===== config.mk =====
export PLATFORM = sky130hd
export DESIGN_NAME = uart_rx_flat
export DESIGN_NICKNAME = d
export VERILOG_FILES = /design/src/rtl/uart_pkg.sv /design/src/rtl/uart_rx_if.sv /design/src/rtl/uart_baud_tick.sv /design/src/rtl/uart_rx.sv /design/src/flat_wrapper.sv
export SDC_FILE = /design/constraint.sdc
export NUM_CORES = 1
export LEC_CHECK = 0
export ABC_AREA = 1
export CORE_MARGIN = 2
export CORE_UTILIZATION = 50
export CTS_CLUSTER_DIAMETER = 120
export DETAILED_ROUTE_END_ITERATION = 8
export PLACE_DENSITY_LB_ADDON = 0.1
export SYNTH_ARGS = -nofsm -noshare
export SYNTH_HDL_FRONTEND = slang
export SYNTH_SLANG_ARGS = --single-unit
export TNS_END_PERCENT = 20

===== constraint.sdc =====
create_clock -name clk -period 3.8 [get_ports clk]
set_input_delay 1.14 -clock clk [delete_from_list [all_inputs] [get_ports clk]]
set_output_delay 1.14 -clock clk [all_outputs]
set_load 0.005 [all_outputs]

===== src/rtl/uart_pkg.sv =====
// Shared UART constants and FSM state type, common to the RX and TX paths.
package uart_pkg;
   localparam int unsigned OS_RATE   = 16;
   localparam int unsigned OS_MID    = 7;
   localparam int unsigned DATA_BITS = 8;

   typedef enum logic [1:0] {
      ST_IDLE,
      ST_START,
      ST_DATA,
      ST_STOP
   } uart_state_e;
endpackage


===== src/rtl/uart_rx_if.sv =====
// Receive-side byte handshake and status bundle between uart_rx and its consumer.
interface uart_rx_if;
   import uart_pkg::*;

   logic [DATA_BITS-1:0] d_rx;
   logic                 vld_rx;
   logic                 rdy_rx;
   logic                 ferr;
   logic                 ovr;
   logic                 busy;

   modport master (output d_rx, output vld_rx, output ferr, output ovr, output busy,
                   input  rdy_rx);
   modport slave  (input  d_rx, input  vld_rx, input  ferr, input  ovr, input  busy,
                   output rdy_rx);
endinterface


===== src/rtl/uart_baud_tick.sv =====
// Oversample tick generator: one-cycle tick every DIV clocks, parked at zero while clr is high.
module uart_baud_tick #(
   parameter int unsigned DIV = 1
) (
   input  logic clk,
   input  logic rst,
   input  logic clr,
   output logic tick
);
   localparam int unsigned CNT_W = (DIV > 1) ? $clog2(DIV) : 1;

   if (DIV < 1) begin : g_bad_div
      $error("uart_baud_tick: DIV must be >= 1");
   end

   logic [CNT_W-1:0] cnt_q, cnt_d;

   always_comb begin
      tick  = !clr && (cnt_q == CNT_W'(DIV - 1));
      cnt_d = (clr || tick) ? '0 : cnt_q + CNT_W'(1);
   end

   always_ff @(posedge clk) begin
      if (!rst) cnt_q <= '0;
      else      cnt_q <= cnt_d;
   end
endmodule


===== src/rtl/uart_rx.sv =====
// 8N1 UART receiver, 16x oversampled, mid-bit sampling, byte delivery on a vld/rdy handshake.
module uart_rx
   import uart_pkg::*;
#(
   parameter int unsigned CLK_FREQ = 100_000_000,
   parameter int unsigned BAUD     = 9600,
   parameter int unsigned DIV      = CLK_FREQ / (BAUD * 16)
) (
   input  logic      clk,
   input  logic      rst,
   input  logic      rx,
   uart_rx_if.master bus
);
   logic                 rx_meta_q, rx_s_q;
   uart_state_e          state_q, state_d;
   logic [3:0]           os_q, os_d;
   logic [2:0]           bit_q, bit_d;
   logic [DATA_BITS-1:0] shift_q, shift_d;
   logic [DATA_BITS-1:0] d_q, d_d;
   logic                 vld_q, vld_d, ferr_q, ferr_d, ovr_q, ovr_d;
   logic                 tick, clr, stop_smp, deliver;

   uart_baud_tick #(.DIV(DIV)) u_tick (
      .clk  (clk),
      .rst  (rst),
      .clr  (clr),
      .tick (tick)
   );

   always_ff @(posedge clk) begin
      if (!rst) begin
         rx_meta_q <= 1'b1;
         rx_s_q    <= 1'b1;
         state_q   <= ST_IDLE;
         os_q      <= '0;
         bit_q     <= '0;
         shift_q   <= '0;
         d_q       <= '0;
         vld_q     <= 1'b0;
         ferr_q    <= 1'b0;
         ovr_q     <= 1'b0;
      end else begin
         rx_meta_q <= rx;
         rx_s_q    <= rx_meta_q;
         state_q   <= state_d;
         os_q      <= os_d;
         bit_q     <= bit_d;
         shift_q   <= shift_d;
         d_q       <= d_d;
         vld_q     <= vld_d;
         ferr_q    <= ferr_d;
         ovr_q     <= ovr_d;
      end
   end

   always_comb begin
      state_d = state_q;
      os_d    = os_q;
      bit_d   = bit_q;
      shift_d = shift_q;
      unique case (state_q)
         ST_IDLE: begin
            if (!rx_s_q) begin
               state_d = ST_START;
               os_d    = '0;
            end
         end
         ST_START: begin
            if (tick) begin
               if (os_q == 4'(OS_MID)) begin
                  // Line back high at mid start bit: treat as a glitch.
                  if (rx_s_q) begin
                     state_d = ST_IDLE;
                  end else begin
                     state_d = ST_DATA;
                     os_d    = '0;
                     bit_d   = '0;
                  end
               end else begin
                  os_d = os_q + 4'd1;
               end
            end
         end
         ST_DATA: begin
            if (tick) begin
               if (os_q == 4'(OS_RATE - 1)) begin
                  shift_d = {rx_s_q, shift_q[DATA_BITS-1:1]};
                  os_d    = '0;
                  if (bit_q == 3'(DATA_BITS - 1)) state_d = ST_STOP;
                  else                            bit_d   = bit_q + 3'd1;
               end else begin
                  os_d = os_q + 4'd1;
               end
            end
         end
         ST_STOP: begin
            if (tick) begin
               if (os_q == 4'(OS_RATE - 1)) begin
                  state_d = ST_IDLE;
                  os_d    = '0;
               end else begin
                  os_d = os_q + 4'd1;
               end
            end
         end
         default: state_d = ST_IDLE;
      endcase
   end

   always_comb begin
      clr      = (state_q == ST_IDLE);
      stop_smp = (state_q == ST_STOP) && tick && (os_q == 4'(OS_RATE - 1));
      deliver  = stop_smp && rx_s_q;
      ferr_d   = stop_smp && !rx_s_q;
      ovr_d    = 1'b0;
      d_d      = d_q;
      vld_d    = vld_q && !bus.rdy_rx;
      // A consume in the same cycle frees the holding register for the new byte.
      if (deliver) begin
         if (!vld_q || bus.rdy_rx) begin
            d_d   = shift_q;
            vld_d = 1'b1;
         end else begin
            ovr_d = 1'b1;
         end
      end
   end

   assign bus.d_rx   = d_q;
   assign bus.vld_rx = vld_q;
   assign bus.ferr   = ferr_q;
   assign bus.ovr    = ovr_q;
   assign bus.busy   = (state_q != ST_IDLE);
endmodule


===== src/flat_wrapper.sv =====
// flat-port wrapper written by rule: the top's interface ports become plain ports
module uart_rx_flat import uart_pkg::*;
#(
   parameter int unsigned CLK_FREQ = 100_000_000,
   parameter int unsigned BAUD     = 9600,
   parameter int unsigned DIV      = CLK_FREQ / (BAUD * 16)
)
  (clk, rst, rx, bus_d_rx, bus_vld_rx, bus_ferr, bus_ovr, bus_busy, bus_rdy_rx);
  uart_rx_if bus_i ();
  input  logic clk;
  input  logic rst;
  input  logic rx;
  output wire logic [$bits(bus_i.d_rx)-1:0] bus_d_rx;
  output wire logic [$bits(bus_i.vld_rx)-1:0] bus_vld_rx;
  output wire logic [$bits(bus_i.ferr)-1:0] bus_ferr;
  output wire logic [$bits(bus_i.ovr)-1:0] bus_ovr;
  output wire logic [$bits(bus_i.busy)-1:0] bus_busy;
  input wire logic [$bits(bus_i.rdy_rx)-1:0] bus_rdy_rx;
  assign bus_d_rx = bus_i.d_rx;
  assign bus_vld_rx = bus_i.vld_rx;
  assign bus_ferr = bus_i.ferr;
  assign bus_ovr = bus_i.ovr;
  assign bus_busy = bus_i.busy;
  assign bus_i.rdy_rx = bus_rdy_rx;
  uart_rx #(.CLK_FREQ(CLK_FREQ), .BAUD(BAUD), .DIV(DIV)) u_core (.clk(clk), .rst(rst), .rx(rx), .bus(bus_i));
endmodule

==> out/qor.csv <==
stage;metric;value;unit
outcome;status;finished, final reports clean;
clock_tree;numCtsBuffers;5;
critical_path;reg2reg_depth;10;
sta;tightest_slew;0.591;ns
critical_path;slowest_stage;dfxtp_1;
critical_path;critPathKind;reg2out;
critical_path;worstSetupPathDepth;3;
clock_tree;cts_hold_buf;0;
sta;final-setup-viol-count;0;
sta;max_freq;374;MHz
sta;rsz0062_at_grt;false;
power_and_ir_drop;p_per_area;378;nW/µm²
critical_path;startpoint_type;flip-flop;
synthesis;synth.distinct_cells;26;
global_routing;grt_pass1_vias;1394;
flow_run;cap_violations;0;
global_routing;grt_overflow;0;
power_and_ir_drop;swShare;27.5;%
synthesis;ys.flop_type;dfxtp_1;
sta;final_hold_viol_count;0;
clock_tree;clk_path_buf_depth;2;
worst_hold_path;hp-class;reg2reg;
synthesis;synth_nets;266;
clock_tree;path_clk_slew;0.08;ns
clock_tree;cts_setup_buffers;0;
critical_path;cp_cell_sequence;nor2_1, inv_2, clkdlybuf4s50_1;
detailed_routing;drc;0;
detailed_routing;firstDrtPassIters;4;
finish;layout.nets;284;
global_routing;antenna_found_initial;0;
synthesis;syn_avg_cell_area;7.59;µm²
floorplan;design.core.area;3720;µm²
critical_path;endpoint_kind;output pin;
critical_path;reg2reg_slack;2.06;ns
place;routabilityCongestion;0.784;
detailed_routing;final_antenna_net_count;0;
detailed_routing;viasPerCell;4.93;
synthesis;synth-seq-cells;40;
worst_hold_path;worstHoldPathCells;1;
critical_path;arrival;1.54;ns
floorplan;dieArea;4420;µm²
finish;syn2layout_area_growth;14.8;%
place;hpwlAfterDp;2570;µm
finish;antennaDiodeCount;0;
sta;maxSlewViolCount;0;
synthesis;netlist_area;1950;µm²
synthesis;synthCells;257;
synthesis;ys_seq_area_share;41.0;%
power_and_ir_drop;p_leak;0.870;nW
synthesis;yosys.area.top_type;dfxtp_1;
power_and_ir_drop;seqPwrFrac;52.5;%
power_and_ir_drop;clockPowerShare;35.2;%
floorplan;rows;22;
clock_tree;cts_root_buf;clkbuf_8;
sta;fin_skew;0.00807;ns
synthesis;synth_edf_count;0;
critical_path;required;2.66;ns
global_routing;grtUsageTotal;18.7;%
clock_tree;cts_sinks;40;
sta;timing.hold.ws;0.434;ns
synthesis;synth.most_common_cell;nand2_1;
floorplan;start_util;52.5;%
synthesis;synth.top_cell.area_share;41.0;%
clock_tree;cts_tree;built;
power_and_ir_drop;cell_internal_pwr;0.613;mW
sta;tns;0;ns
synthesis;ys_top_cells_by_count;51 x nand2_1, 40 x dfxtp_1, 26 x inv_1, 24 x nor2_1, 18 x nor2_2;
power_and_ir_drop;p_comb_share;12.3;%
clock_tree;clk_latency;0.30;ns
floorplan;die_h;66.5;µm
detailed_routing;routed_wl;3590;µm
finish;drive_gt1_share;18.5;%
detailed_routing;vias;1598;
power_and_ir_drop;ir_drop;0.230;mV
sta;relSlewSlack;60.6;%
sta;post-route-min-period;2.68;ns
power_and_ir_drop;p_switching;0.233;mW
detailed_routing;wl_per_cell;11.1;µm
clock_tree;cts_resized;0;
global_routing;grt_max_degree;25;
floorplan;io_pins;16;
sta;fin_crit_sh;70.4;%
synthesis;async_reset_ff_share;0;%
floorplan;die_x;66.5;µm
synthesis;netlist_top_cells_area;dfxtp_1 41%, nand2_1 9.8%, nor2_2 5.8%;
detailed_routing;drt_iter0_drc;91;
synthesis;yosys_warnings;0;
place;io_buffers;15;
critical_path;crit_family;buffers and inverters;
critical_path;critPathBufInv;2;
clock_tree;htree_levels;2;
critical_path;critPathMaxStageDelay;0.51;ns
global_routing;grt_pass1_wl;6210;µm
critical_path;crit_path_max_fanout;7;
==> final timing paths <==
kind / from / to
max reg2reg: u_core.u_tick.cnt_q[0] / u_core.bus.d_rx[5]
min reg2reg: u_core.rx_meta_q / u_core.rx_s_q
min: u_core.rx_meta_q / u_core.rx_s_q
max: u_core.state_q[0] / bus_busy
==> power by group through the flow <==
| stage | logic [mW] | registers [mW] | clock network (mW) |
|---|---|---|---|
| 2_1_floorplan | 0.0800 | 0.450 | 0 |
| 3_3_place_gp | 0.104 | 0.453 | 0 |
| 3_5_place_dp | 0.104 | 0.454 | 0 |
| 4_1_cts | 0.104 | 0.444 | 0.310 |
| 5_1_grt | 0.120 | 0.446 | 0.325 |
| 6_report | 0.104 | 0.444 | 0.298 |
==> per-stage QoR <==
stage / cells / util, % / power, mW / area, µm² / setup slack (ns)
finish: 324 / 60.3 / 0.846 / 2240 / 1.12
global route: 324 / 60.3 / 0.891 / 2240 / 1.06
CTS: 324 / 60.3 / 0.858 / 2240 / 1.13
detailed placement: 316 / 57.7 / 0.557 / 2140 / 1.27
global placement: 316 / 57.7 / 0.557 / 2140 / 1.27
floorplan: 257 / - / 0.530 / 1950 / 1.81
==> layout by cell type, fill, tap and decap left out <==
cell | synthesis | final
clkinvlp_4 | 0 | 2
nor2_4 | 3 | 3
or2_2 | 2 | 2
nand3_2 | 1 | 1
a21oi_1 | 13 | 13
buf_4 | 0 | 1
clkbuf_8 | 0 | 6
nand3_4 | 1 | 1
nor2_8 | 2 | 2
nand2_1 | 51 | 51
nand4_1 | 14 | 14
a21oi_4 | 1 | 1
nor3_1 | 5 | 5
dfxtp_1 | 40 | 40
xor2_1 | 3 | 3
nor3b_1 | 3 | 3
nand2_4 | 1 | 1
inv_1 | 26 | 26
xnor2_1 | 1 | 1
ha_1 | 5 | 5
nor2_2 | 18 | 18
nor2_1 | 24 | 24
o21ai_1 | 11 | 11
nand2_2 | 7 | 7
nand3_1 | 13 | 13
clkdlybuf4s50_1 | 0 | 15
a211oi_1 | 1 | 1
inv_2 | 6 | 6
==> routing by layer <==
metal | GRT usage (%) | vias up | share of wire, %
met2 | 27.8 | 24 | 43
met4 | 6.89 | 0 | 1.6
met5 | 0 | - | 0
met3 | 5.57 | 6 | 4.4
li1 | - | 865 | -
met1 | 25.4 | 703 | 51
==> registers in the layout, summed over array words and instances, names as in the netlist, named ones only <==
| name | flops |
|---|---|
| u_core.rx_meta_q | 1 |
| u_core.bus.vld_rx | 1 |
| u_core.os_q | 4 |
| u_core.u_tick.cnt_q | 10 |
| u_core.bus.ferr | 1 |
| u_core.bit_q | 3 |
| u_core.state_q | 1 |
| u_core.shift_q | 8 |
| u_core.bus.ovr | 1 |
| u_core.bus.d_rx | 8 |
| u_core.rx_s_q | 1 |
==> area by class of cell <==
type,count,area (µm²)
Tap cell,48,60.1
Fill cell,353,1480
Timing Repair Buffer,16,158
Clock buffer,6,82.6
Clock inverter,2,15.0
Multi-Input combinational cell,180,1000
Inverter,32,120
Sequential cell,40,801
==> logic make-up (layout without fill, tap and decap cells) <==
group | after synthesis | count (layout) | share of synthesized area [%]
fa+ha+maj | 5 | 5 | 3.21
simple gates | 145 | 145 | 39.1
flops | 40 | 40 | 41.0
xor+xnor | 4 | 4 | 1.80
buf+inv | 37 | 56 | 7.50
compound gates | 26 | 26 | 7.37
Note: power is estimated with default switching activity, not from simulation.
